File: config.mk
export PLATFORM = sky130hd
export DESIGN_NAME = uart_tx
export DESIGN_NICKNAME = d
export VERILOG_FILES = /design/src/rtl/uart_tx.sv
export SDC_FILE = /design/constraint.sdc
export NUM_CORES = 1
export LEC_CHECK = 0
export ABC_CLOCK_PERIOD_IN_PS = 2580
export CORE_MARGIN = 2
export CORE_UTILIZATION = 55
export DETAILED_ROUTE_END_ITERATION = 16
export GPL_TIMING_DRIVEN = 0
export HOLD_SLACK_MARGIN = 0.06
export PLACE_DENSITY = 0.85
export SETUP_SLACK_MARGIN = 0.1
export SLEW_MARGIN = 20
export SYNTH_ARGS = -nofsm -noshare
export SYNTH_HDL_FRONTEND = slang
export SYNTH_SLANG_ARGS = --single-unit
File: constraint.sdc
create_clock -name i_clk -period 2.58 [get_ports i_clk]
set_input_delay 0.516 -clock i_clk [delete_from_list [all_inputs] [get_ports i_clk]]
set_output_delay 0.516 -clock i_clk [all_outputs]
set_load 0.05 [all_outputs]
File: src/rtl/uart_tx.sv
// uart_tx: RS-232 serial transmitter.
// Frames one byte per accepted request as start / 8 data bits LSB-first /
// optional parity / 1 or 2 stop bits, each bit lasting BAUD_DIV clocks.
//
// Ports:
//   i_clk        system clock, rising edge
//   i_rst_n      synchronous active-low reset
//   i_snd_start  send request, honoured only while idle
//   i_snd_data   byte to send, captured on the accepting edge
//   o_txd        registered serial line, idle high
//   o_snd_busy   registered, high while a frame is in progress
module uart_tx #(
  parameter int unsigned CLK_FREQ  = 50_000_000,
  parameter int unsigned BAUD      = 115200,
  parameter int unsigned PARITY    = 0,  // 0 none, 1 odd, 2 even
  parameter int unsigned STOP_BITS = 1
) (
  input  logic       i_clk,
  input  logic       i_rst_n,
  input  logic       i_snd_start,
  input  logic [7:0] i_snd_data,
  output logic       o_txd,
  output logic       o_snd_busy
);

  localparam int unsigned BAUD_DIV = (CLK_FREQ + BAUD / 2) / BAUD;
  localparam int unsigned CNT_W    = (BAUD_DIV > 1) ? $clog2(BAUD_DIV) : 1;

  if (PARITY > 2) begin : g_bad_parity
    $error("uart_tx: PARITY must be 0, 1 or 2");
  end
  if (STOP_BITS < 1 || STOP_BITS > 2) begin : g_bad_stop
    $error("uart_tx: STOP_BITS must be 1 or 2");
  end
  if (BAUD_DIV < 2) begin : g_bad_div
    $error("uart_tx: BAUD_DIV must be at least 2");
  end

  typedef enum logic [2:0] {StIdle, StStart, StData, StParity, StStop} state_e;

  state_e           r_state, w_state_nxt;
  logic [CNT_W-1:0] r_baud_cnt, w_baud_cnt_nxt;
  logic [2:0]       r_bit_cnt, w_bit_cnt_nxt;
  logic [7:0]       r_shift, w_shift_nxt;
  logic             r_par, w_par_nxt;  // XOR of the accepted byte
  logic             r_txd, w_txd_nxt;
  logic             r_busy, w_busy_nxt;
  logic             w_bit_end;

  assign w_bit_end = (r_baud_cnt == CNT_W'(BAUD_DIV - 1));

  always_comb begin
    w_state_nxt    = r_state;
    w_baud_cnt_nxt = w_bit_end ? '0 : r_baud_cnt + CNT_W'(1);
    w_bit_cnt_nxt  = r_bit_cnt;
    w_shift_nxt    = r_shift;
    w_par_nxt      = r_par;
    w_txd_nxt      = r_txd;
    w_busy_nxt     = r_busy;

    unique case (r_state)
      StIdle: begin
        w_baud_cnt_nxt = '0;
        w_bit_cnt_nxt  = '0;
        w_txd_nxt      = 1'b1;
        w_busy_nxt     = 1'b0;
        if (i_snd_start) begin
          w_state_nxt = StStart;
          w_shift_nxt = i_snd_data;
          w_par_nxt   = ^i_snd_data;
          w_txd_nxt   = 1'b0;
          w_busy_nxt  = 1'b1;
        end
      end
      StStart: begin
        if (w_bit_end) begin
          w_state_nxt   = StData;
          w_txd_nxt     = r_shift[0];
          w_shift_nxt   = r_shift >> 1;
          w_bit_cnt_nxt = '0;
        end
      end
      StData: begin
        if (w_bit_end) begin
          if (r_bit_cnt == 3'd7) begin
            w_bit_cnt_nxt = '0;
            if (PARITY != 0) begin
              w_state_nxt = StParity;
              // Odd mode inverts the data XOR so the total ones count is odd.
              w_txd_nxt   = (PARITY == 1) ? ~r_par : r_par;
            end else begin
              w_state_nxt = StStop;
              w_txd_nxt   = 1'b1;
            end
          end else begin
            w_txd_nxt     = r_shift[0];
            w_shift_nxt   = r_shift >> 1;
            w_bit_cnt_nxt = r_bit_cnt + 3'd1;
          end
        end
      end
      StParity: begin
        if (w_bit_end) begin
          w_state_nxt   = StStop;
          w_txd_nxt     = 1'b1;
          w_bit_cnt_nxt = '0;
        end
      end
      StStop: begin
        if (w_bit_end) begin
          if (r_bit_cnt == 3'(STOP_BITS - 1)) begin
            w_state_nxt   = StIdle;
            w_busy_nxt    = 1'b0;
            w_bit_cnt_nxt = '0;
          end else begin
            w_bit_cnt_nxt = r_bit_cnt + 3'd1;
          end
        end
      end
      default: begin
        w_state_nxt = StIdle;
        w_txd_nxt   = 1'b1;
        w_busy_nxt  = 1'b0;
      end
    endcase
  end

  always_ff @(posedge i_clk) begin
    if (!i_rst_n) begin
      r_state    <= StIdle;
      r_baud_cnt <= '0;
      r_bit_cnt  <= '0;
      r_shift    <= '0;
      r_par      <= 1'b0;
      r_txd      <= 1'b1;
      r_busy     <= 1'b0;
    end else begin
      r_state    <= w_state_nxt;
      r_baud_cnt <= w_baud_cnt_nxt;
      r_bit_cnt  <= w_bit_cnt_nxt;
      r_shift    <= w_shift_nxt;
      r_par      <= w_par_nxt;
      r_txd      <= w_txd_nxt;
      r_busy     <= w_busy_nxt;
    end
  end

  assign o_txd      = r_txd;
  assign o_snd_busy = r_busy;

endmodule
==> results.md <==
* Final TNS setup at 0 ns
* Worst setup EP type: flop
* Count of cell types in the netlist at 40
* Post-synthesis xor/xnor area fraction at 0.0670
* Slew margin rel. at 0.673
* Worst VDD drop at 330 uV
* Post-synthesis mux area share at 0.0680
* DRT Wirelength at 2440 um
* WHS Path Cells at 1
* Clock Skews at 0.00652 ns
* 1st-iter DRT viols at 20
* Largest family of logic cells by synthesized area: compound AO/OA/AOI/OAI gates
* Share of layout cells above drive strength 1 at 0.101
* Pre-antenna DRT Iters at 4
* Final Cell Area at 1510 um2
* Clock transition at path regs at 0.14 ns
* Die height at 53.1 um
* WP data required at 2.78 ns
* CTS tree: done
* Compound-cell area share of the yosys netlist at 0.190
* Worst setup margin at 0.537 ns
* Setup bufs post-CTS at 0
* Worst r2r path cells at 7
* Post-synthesis adder-cell area fraction at 0.0548
* Fin util at 0.669
* Placement Cell Area at 1480 um2
* Tot GR Track Use at 0.199
* WS Path Type: flop to flop
* Leakage at 0.565 nW
* Met2 GRT Util at 0.313
* GRT busiest layer: met2
* Asr flop ratio synth at 0
* # clock sinks at 25
* Mapped Cells at 142
* Antenna violations before repair at 0
* Number of port buffers at 12
* Syn Area/Cell at 9.33 um2
* Crit start category: flop
* EDFF count, synth at 0
* Remaining antenna violation count after routing at 0
* Fmax at 0.489 GHz
* Simple-gate share of the synthesized area at 0.178
* Vias in the first global route at 956
* Syn nets at 158
* Largest net degree at the start of global routing at 15
* Min Hold Slack at 0.502 ns
* Clk buf depth at 2
* Chip Width at 53.1 um
* Grt met1 use at 0.257
* Wire length per cell at 13.1 um
* Worst-Skew Late Latency at 0.31 ns
* Final Hold Viols at 0
* Final setup viols at 0
* Area Overhead vs Synth at 13.8%
* Register bit total from synthesis at 25
* Initial Util at 0.588
* # H-tree levels at 1
* Via Count at 1061
* Diode count at 0
* Status: completed
* Pwr/cell area at 475 nW/um2
* Final nets at 175
* Final period util at 0.792
* Post_cts resized at 0
* GRT met3 Usage at 0.0339
* Worst path arrival time at 2.25 ns
* Core area at 2250 um2
* Global-route wire length before repair at 4050 um
* Mapped Area at 1330 um2
* Max-cap violations at 0
* Total die area at 2820 um2
* Global placer's final weighted congestion at 0.855
* Vias/cell at 5.70
* Root buf cell: clkbuf_4
* Yosys warnings at 0
* Fill cells at 187
* Commonest non-fill, non-tap cell in the layout: dfxtp_1
* DP Worst Slack at 0.473 ns
* Congestion Overflow GR at 0
* Hpwl dp at 1790 um
* Sequential cell area fraction in the yosys report at 0.378
* Post-CTS Hold Buffers at 0
* Crit Path Max Fanout at 9
* Top Ports at 13
* Worst-Margin Slew at 0.490 ns
* Commonest cells after routing, fill and taps aside: 25 x dfxtp_1, 18 x nor2_1, 12 x clkdlybuf4s50_1
* Ys flop type: dfxtp_1
* Pins Over Slew Limit at 0
* Tmin final at 2.04 ns
* Cts bufs inserted at 3
* DRC at 0
* Site Rows at 17
* Worst Hold Class: flop to flop
* Unrepaired setup endpoints after global routing: false
## layer usage
metal	share of wire	vias up	wire length (um)
li1	-	536	-
met2	0.48	18	1180
met1	0.47	501	1150
met5	0	-	0
met3	0.025	6	60
met4	0.022	0	53
## registers in the layout (all words and copies together) (netlist names)
name	count
r_baud_cnt	9
r_bit_cnt	3
o_txd	1
r_shift	8
o_snd_busy	1
r_state	3
## kinds of logic after synthesis
family          Yosys count
xor+xnor                  8
simple gates             46
flops                    25
compound gates           34
fa+ha+maj                 6
buf+inv                  14
mux                       9
## final timing paths
check,startpoint,to,slack [ns]
setup reg to reg,r_bit_cnt[0],r_shift[6],0.54
setup / recovery,r_bit_cnt[0],r_shift[6],0.54
hold reg to reg,r_baud_cnt[0],r_baud_cnt[0],0.50
hold / removal,r_baud_cnt[0],r_baud_cnt[0],0.50
## cell usage after synthesis, types with 4 or more instances
cell type,instances,area (um2)
mux2i_1,9,90.1
nand2_1,6,22.5
xnor2_1,6,52.6
ha_1,5,62.6
nand3_1,4,20.0
a211oi_1,7,52.6
dfxtp_1,25,500
o21ai_0,4,20.0
a21oi_1,9,45.0
inv_1,8,30.0
nand4_1,5,31.3
nor2_1,18,67.6
## through the flow
step	power (mW)	instances
after global routing	0.748	186
after CTS	0.721	186
after floorplan	0.511	142
after global placement	0.547	182
final	0.717	186
after detailed placement	0.551	182
## where the power goes
| group | switching, mW | leakage, nW | internal (mW) |
|---|---|---|---|
| logic | 0.0674 | 0.343 | 0.0614 |
| registers | 0.0100 | 0.204 | 0.404 |
| clock network | 0.116 | 0.0177 | 0.0580 |
## critical path: stages, from the launching register on
cell      delay (ns)
dfxtp_1         0.34
ha_1            0.20
ha_1            0.21
or2_2           0.34
a211oi_4        0.45
and2_1          0.20
buf_6           0.12
a211oi_1        0.07
## final cells by class
type	count	area [um2]	share of cell area
Sequential cell	25	500	0.332
Inverter	8	30.0	0.0199
Tap cell	28	35.0	0.0232
Clock buffer	3	22.5	0.0149
Clock inverter	1	5.00	0.00332
Timing Repair Buffer	12	120	0.0797
Multi-Input combinational cell	103	739	0.490
Buffer	6	55.1	0.0365
No activity file was read; power rests on OpenSTA's default activity.
